## src/rtl/if_fetch_ctrl_pkg.sv

```systemverilog
// Shared types and constants for the instruction-fetch controller.
// Contents: FSM state encoding, arbiter owner encoding, memory enable
// levels, the PC word increment and the all-zero word.
package if_fetch_ctrl_pkg;

  typedef enum logic [1:0] {
    BOOT = 2'd0,
    RUN  = 2'd1,
    HALT = 2'd2
  } fetch_state_e;

  // Owner of the last contested memory cycle.
  typedef enum logic {
    RR_FETCH = 1'b0,
    RR_DBG   = 1'b1
  } rr_owner_e;

  localparam logic InsEnable  = 1'b1;
  localparam logic InsDisable = 1'b0;

  localparam int unsigned WordInc  = 4;
  localparam int unsigned CntW     = 2;
  localparam logic [31:0] ZeroWord = 32'h0000_0000;

endpackage : if_fetch_ctrl_pkg

```

## src/rtl/if_fetch_fifo.sv

```systemverilog
// Two-entry {inst,pc} buffer between the fetch port and ID.
// Entry 0 is always the head and drives head_inst/head_pc directly, so the
// head outputs are registered and keep their last value once the buffer
// drains. A flush empties the buffer and overrides push and pop.
// Ports:
//   clk, rst            clock, asynchronous active-high reset
//   push/push_inst/pc   write a fetched word (ignored when full)
//   pop                 drop the head (ignored when empty)
//   flush               discard every entry
//   head_inst/head_pc   current head (valid when !empty)
//   count/full/empty    occupancy
module if_fetch_fifo
  import if_fetch_ctrl_pkg::*;
#(
  parameter int unsigned INST_W = 32,
  parameter int unsigned ADDR_W = 32,
  parameter int unsigned DEPTH  = 2
) (
  input  logic              clk,
  input  logic              rst,
  input  logic              push,
  input  logic [INST_W-1:0] push_inst,
  input  logic [ADDR_W-1:0] push_pc,
  input  logic              pop,
  input  logic              flush,
  output logic [INST_W-1:0] head_inst,
  output logic [ADDR_W-1:0] head_pc,
  output logic [CntW-1:0]   count,
  output logic              full,
  output logic              empty
);

  logic [INST_W-1:0] tail_inst;
  logic [ADDR_W-1:0] tail_pc;

  assign full  = (count == CntW'(DEPTH));
  assign empty = (count == CntW'(0));

  // Shift-style storage: pop moves entry 1 into entry 0.
  always_ff @(posedge clk or posedge rst) begin
    if (rst) begin
      head_inst <= '0;
      head_pc   <= '0;
      tail_inst <= '0;
      tail_pc   <= '0;
      count     <= '0;
    end else if (flush) begin
      count <= '0;
    end else begin
      case ({push, pop})
        2'b10: begin
          if (empty) begin
            head_inst <= push_inst;
            head_pc   <= push_pc;
            count     <= CntW'(1);
          end else if (!full) begin
            tail_inst <= push_inst;
            tail_pc   <= push_pc;
            count     <= CntW'(DEPTH);
          end
        end
        2'b01: begin
          if (!empty) begin
            if (full) begin
              head_inst <= tail_inst;
              head_pc   <= tail_pc;
            end
            count <= count - CntW'(1);
          end
        end
        2'b11: begin
          if (full) begin
            head_inst <= tail_inst;
            head_pc   <= tail_pc;
            tail_inst <= push_inst;
            tail_pc   <= push_pc;
          end else begin
            // One entry (replace head) or empty (pop is a no-op, push lands).
            head_inst <= push_inst;
            head_pc   <= push_pc;
            if (empty) count <= CntW'(1);
          end
        end
        default: ;
      endcase
    end
  end

endmodule : if_fetch_fifo

```

## src/rtl/if_fetch_ctrl.sv

```systemverilog
// Instruction-fetch controller: owns the fetch PC, applies redirects,
// arbitrates the single instruction-memory read port between fetch and a
// debug reader, and buffers fetched words for ID.
// Optional build macro: IF_FETCH_PERF_EN adds fetch/stall counters.
// Ports:
//   clk, rst                 clock, asynchronous active-high reset
//   halt_req                 level; stop issuing fetches
//   redirect_valid/_pc       load new PC (word aligned) and flush buffer
//   ins_en/ins_addr/rdata    combinational instruction memory port
//   id_valid/ready/inst/pc   buffer head handshake to ID
//   dbg_req/addr/gnt/rdata   debug read port, data returned on grant
//   halted                   HALT with an empty buffer
//   perf_fetch_cnt/stall_cnt (IF_FETCH_PERF_EN only) saturating counters
module if_fetch_ctrl
  import if_fetch_ctrl_pkg::*;
#(
  parameter int unsigned       ADDR_W     = 32,
  parameter int unsigned       INST_W     = 32,
  parameter logic [ADDR_W-1:0] RESET_PC   = '0,
  parameter int unsigned       FIFO_DEPTH = 2
) (
  input  logic              clk,
  input  logic              rst,
  input  logic              halt_req,
  input  logic              redirect_valid,
  input  logic [ADDR_W-1:0] redirect_pc,
  output logic              ins_en,
  output logic [ADDR_W-1:0] ins_addr,
  input  logic [INST_W-1:0] ins_rdata,
  output logic              id_valid,
  input  logic              id_ready,
  output logic [INST_W-1:0] id_inst,
  output logic [ADDR_W-1:0] id_pc,
  input  logic              dbg_req,
  input  logic [ADDR_W-1:0] dbg_addr,
  output logic              dbg_gnt,
  output logic [INST_W-1:0] dbg_rdata,
  output logic              halted
`ifdef IF_FETCH_PERF_EN
  ,
  output logic [31:0]       perf_fetch_cnt,
  output logic [31:0]       perf_stall_cnt
`endif
);

  localparam logic [ADDR_W-1:0] AlignMask = ~ADDR_W'(3);

  fetch_state_e      state, state_nxt;
  rr_owner_e         rr_last, rr_nxt;
  logic [ADDR_W-1:0] pc;
  logic              fetch_want, fetch_gnt, pop;
  logic [CntW-1:0]   fifo_count;
  logic              fifo_full, fifo_empty;

  assign pop        = id_valid && id_ready;
  assign fetch_want = (state == RUN) && !redirect_valid && (!fifo_full || pop);
  assign halted     = (state == HALT) && fifo_empty;

  // State, PC and round-robin history.
  always_ff @(posedge clk or posedge rst) begin
    if (rst) begin
      state   <= BOOT;
      rr_last <= RR_FETCH;
      pc      <= RESET_PC;
    end else begin
      state   <= state_nxt;
      rr_last <= rr_nxt;
      if (redirect_valid)  pc <= redirect_pc & AlignMask;
      else if (fetch_gnt)  pc <= pc + ADDR_W'(WordInc);
    end
  end

  // Next state, arbitration and memory port drive.
  always_comb begin
    state_nxt = state;
    rr_nxt    = rr_last;
    fetch_gnt = 1'b0;
    dbg_gnt   = 1'b0;
    ins_en    = InsDisable;
    ins_addr  = '0;
    dbg_rdata = '0;

    case (state)
      BOOT:    state_nxt = RUN;
      RUN:     if (halt_req) state_nxt = HALT;
      HALT:    if (!halt_req) state_nxt = RUN;
      default: state_nxt = BOOT;
    endcase

    // Contested cycles go to whoever lost the previous contest.
    if (fetch_want && dbg_req) begin
      if (rr_last == RR_FETCH) begin
        dbg_gnt = 1'b1;
        rr_nxt  = RR_DBG;
      end else begin
        fetch_gnt = 1'b1;
        rr_nxt    = RR_FETCH;
      end
    end else if (fetch_want) begin
      fetch_gnt = 1'b1;
    end else if (dbg_req) begin
      dbg_gnt = 1'b1;
    end

    if (fetch_gnt) begin
      ins_en   = InsEnable;
      ins_addr = pc;
    end else if (dbg_gnt) begin
      ins_en    = InsEnable;
      ins_addr  = dbg_addr;
      dbg_rdata = ins_rdata;
    end
  end

  if_fetch_fifo #(
    .INST_W (INST_W),
    .ADDR_W (ADDR_W),
    .DEPTH  (FIFO_DEPTH)
  ) u_fifo (
    .clk       (clk),
    .rst       (rst),
    .push      (fetch_gnt),
    .push_inst (ins_rdata),
    .push_pc   (pc),
    .pop       (pop),
    .flush     (redirect_valid),
    .head_inst (id_inst),
    .head_pc   (id_pc),
    .count     (fifo_count),
    .full      (fifo_full),
    .empty     (fifo_empty)
  );

  assign id_valid = (fifo_count != CntW'(0));

`ifdef IF_FETCH_PERF_EN
  // Saturating fetch-grant and RUN-stall counters.
  always_ff @(posedge clk or posedge rst) begin
    if (rst) begin
      perf_fetch_cnt <= ZeroWord;
      perf_stall_cnt <= ZeroWord;
    end else begin
      if (fetch_gnt && (perf_fetch_cnt != ~ZeroWord))
        perf_fetch_cnt <= perf_fetch_cnt + 32'd1;
      if ((state == RUN) && !fetch_want && !redirect_valid && (perf_stall_cnt != ~ZeroWord))
        perf_stall_cnt <= perf_stall_cnt + 32'd1;
    end
  end
`endif

endmodule : if_fetch_ctrl

```

## config.mk

```make
export PLATFORM = sky130hd
export DESIGN_NAME = if_fetch_ctrl
export DESIGN_NICKNAME = d
export VERILOG_FILES = /design/src/rtl/if_fetch_ctrl_pkg.sv /design/src/rtl/if_fetch_fifo.sv /design/src/rtl/if_fetch_ctrl.sv
export SDC_FILE = /design/constraint.sdc
export NUM_CORES = 1
export LEC_CHECK = 0
export BUFFER_PORTS_ARGS = -buffer_cell sky130_fd_sc_hd__buf_2
export CORE_ASPECT_RATIO = 0.6
export CORE_MARGIN = 5
export CORE_UTILIZATION = 55
export DETAILED_ROUTE_END_ITERATION = 6
export HOLD_SLACK_MARGIN = 0.1
export PLACE_DENSITY = 0.92
export REMOVE_ABC_BUFFERS = 1
export SLEW_MARGIN = 10
export SYNTH_ARGS = -nofsm -noshare
export SYNTH_HDL_FRONTEND = slang
export SYNTH_SLANG_ARGS = --single-unit
```

## constraint.sdc

```tcl
create_clock -name clk -period 12.35 [get_ports clk]
set_input_delay 1.8525 -clock clk [delete_from_list [all_inputs] [get_ports clk]]
set_output_delay 1.8525 -clock clk [all_outputs]
set_load 0.02 [all_outputs]
```

* Yosys cells after proc, flatten, opt, wreduce, memory -nomap -nowiden
Index checks and enable logic that the tools add are counted.
** Storage, ports and cells
- Output and inout port bits :: 132
- Register bits after elaboration :: 165
- Logic and storage cells :: 88
- Input port bits :: 102
** Operators by class
- Reduce and logical (&&, ||, !) cells :: 19
- Add/subtract/negate cells :: 2
- Bitwise logic cells :: 1
- Equal/unequal tests :: 17
- Muxes and demuxes :: 41
** Operator list (number)
- $mux 32 :: 18
- $pmux 32 s3 :: 2
- $pmux 32 s2 :: 2
- $add 32x3->32 const B :: 1
- $mux 2 :: 8
- $pmux 2 s3 :: 2
- $ne 2x2->1 const B :: 5
- $reduce_and 5->1 :: 2
- $mux 1 :: 9
- $ne 3x3->1 const B :: 3
- $eq 2x2->1 const B :: 4
- $reduce_bool 2->1 :: 3
- $logic_and 1x1->1 :: 5
- $eq 2x1->1 const B :: 2
- $logic_not 2->1 :: 2
- $ne 2x1->1 const B :: 2
- $ne 4x4->1 const B :: 1
- $reduce_and 4->1 :: 1
- $reduce_bool 4->1 :: 1
- $reduce_bool 3->1 :: 1
- $logic_not 1->1 :: 2
- $reduce_and 2->1 :: 1
- $sub 2x1->2 const B :: 1
- $logic_or 1x1->1 :: 1
- $not 1->1 :: 1

* Logic depth before layout (Yosys ltp)
Gate-level depths: netlist of the first run.
- Depth after elaboration :: 9
- Depth in mapped cells :: 10
- Depth with buffers taken out :: 7

* Modules after synthesis
From an unflattened synthesis of the first run, not the netlist that was laid out.
** Unflattened totals
- Cells, all modules :: 770
- Area total of the unflattened synthesis :: 8349.3 µm²
** By module, submodules not included
- if_fetch_fifo :: area each 5735.5 µm², instances 1, cells an instance 450, sequential area each 3253.1 µm²
- if_fetch_ctrl :: area each 2613.8 µm², instances 1, cells an instance 320, sequential area each 825.8 µm²

* Worst setup path after synthesis of the first run
No wires, ideal clock.
- Path type :: input to output
- Start point :: input port redirect_valid
- End point :: output port ins_addr[9]
- Cell stages on the path :: 6
- Slack :: 7.234 ns
- Arrival time :: 3.263 ns
- Buffers on the path :: 3
- Cell sequence :: clkbuf_1 a2111oi_4 clkbuf_1 buf_2 nand2_1 nand2_1
** On the way
- Cells in the longest elaborated chain, start to end :: 7
- Elaborated cells between the ends (all ways) :: 10
- Classes of those cells :: 6 x mux; 4 x reduce/logical
** Ends and longest elaborated chain
- start, declared :: RTL line if_fetch_ctrl.sv:25 : input logic redirect_valid,
- $logic_not 1->1 (*) :: RTL line if_fetch_ctrl.sv:56 : assign fetch_want = (state == RUN) && !redirect_valid && (!fifo_full || pop);
- $logic_and 1x1->1 (*) (2 in a row) :: RTL line if_fetch_ctrl.sv:56
- $mux 1 / $logic_and 1x1->1 (equally long branches) :: RTL line if_fetch_ctrl.sv:99, if_fetch_ctrl.sv:91
- $mux 1 :: RTL line if_fetch_ctrl.sv:91 : if (fetch_want && dbg_req) begin
- $mux 32 :: RTL line if_fetch_ctrl.sv:108 : end else if (dbg_gnt) begin
- $mux 32 (*) :: RTL line if_fetch_ctrl.sv:105 : if (fetch_gnt) begin
- end, declared :: RTL line if_fetch_ctrl.sv:28 : output logic [ADDR_W-1:0] ins_addr,
Every way passes the cells marked *; elsewhere a longest branch is shown, timed or not.

* Final worst setup path of the first run
- Start point :: input port redirect_valid
- End point :: output port ins_addr[18]
Same word-level chain as after synthesis.

==> metrics.txt, run 1 <==
# TYPE chip_impl_metric gauge
chip_impl_metric{name="initial_antenna_violation_count",unit=""} 1
chip_impl_info{name="synth_flop_cell",value="dfrtp_1"} 1
chip_impl_metric{name="worst_pin_slew",unit="ns"} 1.25
chip_impl_metric{name="final_layout_size_suffix_gt1_frac",unit=""} 0.314
chip_impl_metric{name="ctsHoldBuffers",unit=""} 0
chip_impl_metric{name="die_height",unit="um"} 103
chip_impl_metric{name="die_area",unit="um2"} 17100
chip_impl_metric{name="grt_pass1_vias",unit=""} 6718
chip_impl_metric{name="first_pass_iters",unit=""} 5
chip_impl_metric{name="leakagePower",unit="uW"} 0.00495
chip_impl_metric{name="ant_nets",unit=""} 0
chip_impl_metric{name="wire_per_inst",unit="um"} 17.9
chip_impl_metric{name="initial_utilization",unit=""} 0.556
chip_impl_metric{name="post-route-period-util",unit=""} 0.469
chip_impl_metric{name="critPathRequiredTime",unit="ns"} 10.50
chip_impl_metric{name="final_period_minus_worst_setup_slack",unit="ns"} 5.79
chip_impl_metric{name="clock_insertion_delay_worst_skew",unit="ns"} 0.41
chip_impl_metric{name="placedInstanceArea",unit="um2"} 9270
chip_impl_metric{name="post_cts.resized_instances",unit=""} 0
chip_impl_metric{name="netlist_instances",unit=""} 777
chip_impl_info{name="synth_top_cells_by_area",value="dfrtp_1 51%, mux2i_1 7.8%, mux2_1 4.8%, a21oi_1 4.6%, nor2_1 3.7%"} 1
chip_impl_metric{name="synth_largest_type_area_fraction",unit=""} 0.510
chip_impl_metric{name="clock_skew",unit="ns"} 0.0124
chip_impl_info{name="run_status",value="completed"} 1
chip_impl_info{name="root_buffer",value="clkbuf_16"} 1
chip_impl_metric{name="synth_cell_types",unit=""} 48
chip_impl_metric{name="synthToLayoutAreaGrowth",unit="%"} 23.3
chip_impl_metric{name="final_net_count",unit=""} 1082
chip_impl_metric{name="clock_tree.buffer_depth",unit=""} 2
chip_impl_metric{name="first_iter_violations",unit=""} 556
chip_impl_metric{name="setup_viol",unit=""} 0
chip_impl_metric{name="clock_transition_time_at_the_flip_flop_clock_pins_of_the_worst_setup_and_hold_paths",unit="ns"} 0.07
chip_impl_metric{name="final.setup.tns",unit="ns"} 0
chip_impl_metric{name="routed-via-count",unit=""} 6835
chip_impl_metric{name="post-dp-hpwl",unit="um"} 14500
chip_impl_metric{name="antenna-diode-count",unit=""} 0
chip_impl_metric{name="crit_fanout",unit=""} 52
chip_impl_info{name="cp-start-kind",value="input pin"} 1
chip_impl_info{name="timing.critical_path.to_type",value="output port"} 1
chip_impl_metric{name="max-vdd-ir-drop",unit="uV"} 132
chip_impl_metric{name="number_of_synthesized_flops_with_an_enable_pin",unit=""} 0
chip_impl_metric{name="grt_pass1_wl",unit="um"} 34500
chip_impl_metric{name="viasPerCell",unit=""} 5.75
chip_impl_metric{name="final_standard_cell_area_without_fillers",unit="um2"} 9870
chip_impl_info{name="yosysTopAreaCell",value="dfrtp_1"} 1
chip_impl_metric{name="synth_sequential_area_ratio",unit=""} 0.510
chip_impl_metric{name="gp_congestion",unit=""} 0.869
chip_impl_metric{name="grt_max_degree",unit=""} 101
chip_impl_metric{name="cts_bufs_inserted",unit=""} 17
chip_impl_info{name="grt_setup_unrepaired",value="false"} 1
chip_impl_info{name="holdCritPathClass",value="reg2reg"} 1
chip_impl_metric{name="final_hold_viol_count",unit=""} 0
chip_impl_metric{name="totalPowerFinal",unit="uW"} 2370
chip_impl_metric{name="final-max-slew-violation-count",unit=""} 0
chip_impl_metric{name="power_per_cell_area",unit="nW/um2"} 241
chip_impl_metric{name="cts_htree_levels",unit=""} 4
chip_impl_metric{name="chip_width",unit="um"} 166
chip_impl_metric{name="drv.max_cap_violation_count",unit=""} 0
chip_impl_metric{name="placementRows",unit=""} 34
chip_impl_metric{name="core_region_area",unit="um2"} 14400
chip_impl_metric{name="remaining_drc_errors",unit=""} 0
chip_impl_metric{name="overflow",unit=""} 0
chip_impl_metric{name="drt-total-wl",unit="um"} 21200
chip_impl_metric{name="clock_sink_count",unit=""} 163
chip_impl_metric{name="worst_ep_arrival_time",unit="ns"} 3.94
chip_impl_metric{name="worst_slew_margin_rel",unit=""} 0.166
chip_impl_metric{name="synthesis.area",unit="um2"} 8000
chip_impl_metric{name="top_level_ports",unit=""} 234
chip_impl_metric{name="post_cts_buffers",unit=""} 0
chip_impl_metric{name="fmax",unit="MHz"} 173
chip_impl_info{name="clock_tree_from_tritoncts",value="yes"} 1
chip_impl_metric{name="synth_area_per_cell",unit="um2"} 10.3
chip_impl_metric{name="grt_use_total",unit=""} 0.251
chip_impl_metric{name="synthArstFlopShare",unit=""} 1.00
chip_impl_metric{name="number_of_storage_elements_in_the_synthesis_netlist",unit=""} 163
chip_impl_metric{name="io_buffers",unit=""} 231
chip_impl_info{name="timing.setup.critical_path_class",value="in2out"} 1
chip_impl_metric{name="synthesis.yosys.warnings",unit=""} 0
## cells by family (layout without fill, tap and decap cells)
family,Yosys count,after routing,share of synthesized area
flops,163,163,0.510
xor+xnor,10,10,0.0109
mux,122,122,0.162
compound gates,162,162,0.131
fa+ha+maj,3,3,0.00469
buf+inv,71,284,0.0389
simple gates,246,246,0.143
## power by group
group,internal (uW),switching (uW),total (uW)
clock,291,233,524
sequential,757,145,902
combinational,370,577,948
total,1420,956,2370
## final cells by class
cell class              instances  area (um2)
fillers                      1124        4510
flip-flops and latches        163        4080
multi-input cells             543        3670
repair buffers                241        1240
clock buffers                  19         443
well taps                     198         248
clock inverters                13         138
inverters                      11        46.3
## worst max-delay path: stages
cell and delay, ns:
buf_2 0.10, buf_4 0.29, a2111oi_4 0.69, buf_4 0.55, nand2_1 0.11, nand2_1 0.13
buf_2 0.18
## registers in the layout, indices dropped and copies added (netlist names)
register,cells
u_fifo.tail_inst,32
u_fifo.head_pc,32
rr_last,1
u_fifo.tail_pc,32
pc,30
state,2
u_fifo.count,2
u_fifo.head_inst,32
## final timing paths
path,start,endpoint,slack [ns],depth (start not counted)
max,redirect_valid,ins_addr[18],6.56,7
max in group asynchronous,rst,u_fifo.tail_inst[28],9.34,3
min reg2reg,u_fifo.tail_pc[13],u_fifo.tail_pc[13],0.48,2
min,u_fifo.tail_pc[13],u_fifo.tail_pc[13],0.48,2
min in group asynchronous,rst,u_fifo.head_inst[26],1.61,2
max reg2reg,u_fifo.count[0],u_fifo.tail_inst[0],8.92,6
## synth_stat cells (11+ instances only)
cell type  count
a21oi_1       73
a22o_1        14
and2_1        37
buf_2         14
clkbuf_1      40
dfrtp_1      163
inv_1         11
mux2_1        34
mux2_2        26
mux2i_1       62
nand2_1       67
nand3_1       29
nand4_1       11
nor2_1        79
o21ai_0       24
## metrics by stage
| step | std cells | setup WS [ns] | utilization | hold slack [ns] |
|---|---|---|---|---|
| final | 1188 | 6.56 | 0.686 | 0.480 |
| after global routing | 1188 | 6.45 | 0.686 | 0.502 |
| after CTS | 1187 | 6.46 | 0.685 | 0.485 |
| after detailed placement | 1155 | 6.46 | 0.644 | 0.469 |
| after global placement | 1155 | 6.48 | 0.644 | 0.463 |
| after floorplan | 717 | 3.02 | - | 0.442 |
## layout by cell type, fill, tap and decap left out, types with 4 or more instances in the layout
cell type,instances
a22o_1,14
clkbuf_16,17
mux2i_1,62
xor2_1,6
dfrtp_1,163
a31oi_1,4
o211ai_1,10
inv_1,10
nand2_1,67
nand4_1,11
mux2_1,34
o21ai_0,23
a221o_1,9
a21oi_1,73
mux2_2,26
inv_6,7
buf_2,231
buf_4,9
o311ai_0,7
nor3_1,7
nor2_1,79
nand3_1,29
xnor2_1,4
a22oi_1,6
and2_1,37
## routing by layer
metal / routed length, um / global-route usage / vias up
met5: 11 / 0 / -
met4: 140 / 0.0488 / 2
met3: 1880 / 0.0790 / 21
met2: 9720 / 0.413 / 285
met1: 9470 / 0.338 / 3370
li1: - / - / 3157
Power figures use the tool's default switching activity.
==> run 2, diff against run 1 <==
Settings changed: CORE_UTILIZATION 55 to 52, PLACE_DENSITY 0.92 to 0.88.
Clock period 12.35 ns to 5.6 ns, I/O delays scaled along.
==> run 2 against run 1 <==
Compared with the run above:
- core utilization is 3.5 points lower
- first-iteration DRC count grew 15%
- routed wire length is 0.53% lower
- critical path depth rose by 1
- design area rose by 0.30%
- cell count increased by 0.59%
- count of clock-buffer cells in the layout unchanged
- non-clock buffer count up 2
- largest cell class unchanged
- critical endpoint is now ins_addr[13]
==> metrics.txt, run 2 (synthesis gave the netlist of run 1 again) <==
# TYPE chip_impl_metric gauge
chip_impl_metric{name="net_sw_frac",unit=""} 0.399
chip_impl_metric{name="leakagePower",unit="uW"} 0.00496
chip_impl_metric{name="place_inst",unit=""} 1162
chip_impl_metric{name="post-dp-hpwl",unit="um"} 14500
chip_impl_info{name="most-common-layout-cells",value="231 x buf_2, 163 x dfrtp_1, 79 x nor2_1, 73 x a21oi_1, 67 x nand2_1"} 1
chip_impl_metric{name="final_hold_viol_count",unit=""} 0
chip_impl_metric{name="cts_htree_levels",unit=""} 4
chip_impl_metric{name="switching_power",unit="uW"} 2070
chip_impl_metric{name="initial_antenna_violation_count",unit=""} 2
chip_impl_metric{name="drv.max_cap_violation_count",unit=""} 0
chip_impl_metric{name="worst_path_largest_cell_delay",unit="ns"} 0.41
chip_impl_metric{name="remaining_drc_errors",unit=""} 0
chip_impl_metric{name="post_cts_buffers",unit=""} 0
chip_impl_info{name="critical_path.reg2reg.endpoint",value="u_fifo.tail_pc[25]"} 1
chip_impl_metric{name="fillCellCount",unit=""} 1220
chip_impl_info{name="holdCritPathClass",value="in2async"} 1
chip_impl_metric{name="viasPerCell",unit=""} 5.63
chip_impl_info{name="run_status",value="completed"} 1
chip_impl_metric{name="gp_congestion",unit=""} 0.829
chip_impl_metric{name="worst_pin_slew",unit="ns"} 1.13
chip_impl_metric{name="worst_slew_margin_rel",unit=""} 0.245
chip_impl_metric{name="core_region_area",unit="um2"} 15200
chip_impl_metric{name="synthToLayoutAreaGrowth",unit="%"} 23.7
chip_impl_metric{name="reg2reg_depth",unit=""} 6
chip_impl_metric{name="die_height",unit="um"} 106
chip_impl_metric{name="cts_bufs_inserted",unit=""} 17
chip_impl_metric{name="crit_fanout",unit=""} 27
chip_impl_metric{name="grt_use_total",unit=""} 0.233
chip_impl_info{name="clock_tree_from_tritoncts",value="yes"} 1
chip_impl_metric{name="clock_skew",unit="ns"} 0.0116
chip_impl_metric{name="drt-total-wl",unit="um"} 21100
chip_impl_metric{name="chip_width",unit="um"} 170
chip_impl_metric{name="clock_transition_time_at_the_flip_flop_clock_pins_of_the_worst_setup_and_hold_paths",unit="ns"} 0.07
chip_impl_info{name="regToRegStartpoint",value="u_fifo.count[0]"} 1
chip_impl_metric{name="first_pass_iters",unit=""} 5
chip_impl_metric{name="placementRows",unit=""} 35
chip_impl_info{name="mostFrequentLayoutCell",value="buf_2"} 1
chip_impl_metric{name="power_per_cell_area",unit="nW/um2"} 525
chip_impl_metric{name="clockPowerShare",unit=""} 0.213
chip_impl_metric{name="clock_tree.buffer_depth",unit=""} 2
chip_impl_metric{name="critPathRequiredTime",unit="ns"} 4.76
chip_impl_metric{name="grt_max_degree",unit=""} 73
chip_impl_info{name="root_buffer",value="clkbuf_16"} 1
chip_impl_info{name="cp-start-kind",value="input pin"} 1
chip_impl_metric{name="clock_sink_count",unit=""} 163
chip_impl_metric{name="worst_ep_arrival_time",unit="ns"} 2.98
chip_impl_metric{name="intPower",unit="uW"} 3120
chip_impl_metric{name="overflow",unit=""} 0
chip_impl_info{name="crit_path_top_delay_cell",value="buf_4"} 1
chip_impl_metric{name="post-route-period-util",unit=""} 0.682
chip_impl_metric{name="max-vdd-ir-drop",unit="uV"} 262
chip_impl_info{name="timing.critical_path.to_type",value="output port"} 1
chip_impl_metric{name="share_comb_of_total_power",unit=""} 0.405
chip_impl_metric{name="wire_per_inst",unit="um"} 17.7
chip_impl_metric{name="first_iter_violations",unit=""} 639
chip_impl_metric{name="io_buffers",unit=""} 231
chip_impl_metric{name="die_area",unit="um2"} 18000
chip_impl_metric{name="ant_nets",unit=""} 0
chip_impl_metric{name="fmax",unit="MHz"} 262
chip_impl_metric{name="initial_utilization",unit=""} 0.526
chip_impl_metric{name="final_layout_size_suffix_gt1_frac",unit=""} 0.315
chip_impl_metric{name="final_cell_count_no_fill",unit=""} 1195
chip_impl_metric{name="grt_pass1_vias",unit=""} 6633
chip_impl_metric{name="final_period_minus_worst_setup_slack",unit="ns"} 3.82
chip_impl_metric{name="top_level_ports",unit=""} 234
chip_impl_metric{name="share_seq_of_total_power",unit=""} 0.382
chip_impl_metric{name="setup.reg_to_reg.worst_slack",unit="ns"} 2.47
chip_impl_info{name="grt_setup_unrepaired",value="false"} 1
chip_impl_metric{name="grt_pass1_wl",unit="um"} 33900
chip_impl_metric{name="post_cts.resized_instances",unit=""} 0
chip_impl_metric{name="setup_viol",unit=""} 0
chip_impl_info{name="timing.critical_path.cells",value="buf_2, buf_4, inv_1, o2111ai_2, buf_4, nand3_1, o21ai_0, buf_2"} 1
chip_impl_metric{name="clock_insertion_delay_worst_skew",unit="ns"} 0.41
chip_impl_metric{name="final-max-slew-violation-count",unit=""} 0
chip_impl_metric{name="routed-via-count",unit=""} 6732
chip_impl_info{name="timing.setup.critical_path_class",value="in2out"} 1
chip_impl_metric{name="final_net_count",unit=""} 1084
chip_impl_metric{name="ctsHoldBuffers",unit=""} 0
chip_impl_metric{name="totalPowerFinal",unit="uW"} 5190
==> run 2: worst max-delay path by stage <==
stage	from	end	slack [ns]	depth (start not counted)
final	redirect_valid	ins_addr[13]	1.78	8
after global routing	redirect_valid	ins_addr[13]	1.59	8
after CTS	u_fifo.count[0]	dbg_rdata[31]	1.78	7
after detailed placement	redirect_valid	ins_addr[17]	1.84	8
after global placement	redirect_valid	ins_addr[13]	1.88	8
after floorplan	u_fifo.count[0]	u_fifo.head_pc[0]	-2.81	6
==> run 2: worst max-delay path: cells and delay by family <==
family	cells	cell delay [ns]
AO/OA/AOI/OAI	2	0.36
buffers and inverters	5	1.64
AND/OR/NAND/NOR	1	0.11
==> run 2: power groups by stage <==
stage	combinational (uW)	sequential, uW	clock (uW)
2_1_floorplan	1310	2220	0
3_3_place_gp	2040	1970	0
3_5_place_dp	2100	2000	0
4_1_cts	2110	1980	1130
5_1_grt	2310	2050	1190
6_report	2100	1980	1110
==> run 2: routing by layer <==
layer | wire, um | global-route usage
met5 | 19 | 0
met4 | 383 | 0.0689
met3 | 2000 | 0.0673
met2 | 9270 | 0.349
met1 | 9430 | 0.332
==> run 2: per-stage QoR <==
step | setup WS [ns] | util | hold slack (ns) | setup TNS, ns | cell area (um2)
after floorplan | -2.81 | - | 0.442 | -173.92 | 7730
after global placement | 1.88 | 0.612 | 0.461 | 0 | 9300
after detailed placement | 1.84 | 0.612 | 0.458 | 0 | 9300
after CTS | 1.78 | 0.649 | 0.397 | 0 | 9870
after global routing | 1.59 | 0.651 | 0.418 | 0 | 9890
final | 1.78 | 0.651 | 0.406 | 0 | 9900
==> run 2: final cells by class <==
type | instances | area, um2 | share of cell area
multi-input combinational | 543 | 3670 | 0.371
sequential | 163 | 4080 | 0.412
timing repair buffer | 243 | 1280 | 0.129
tap | 203 | 254 | 0.0257
clock inverter | 12 | 124 | 0.0125
inverter | 11 | 46.3 | 0.00468
antenna | 1 | 2.50 | 0.000253
clock buffer | 19 | 443 | 0.0448
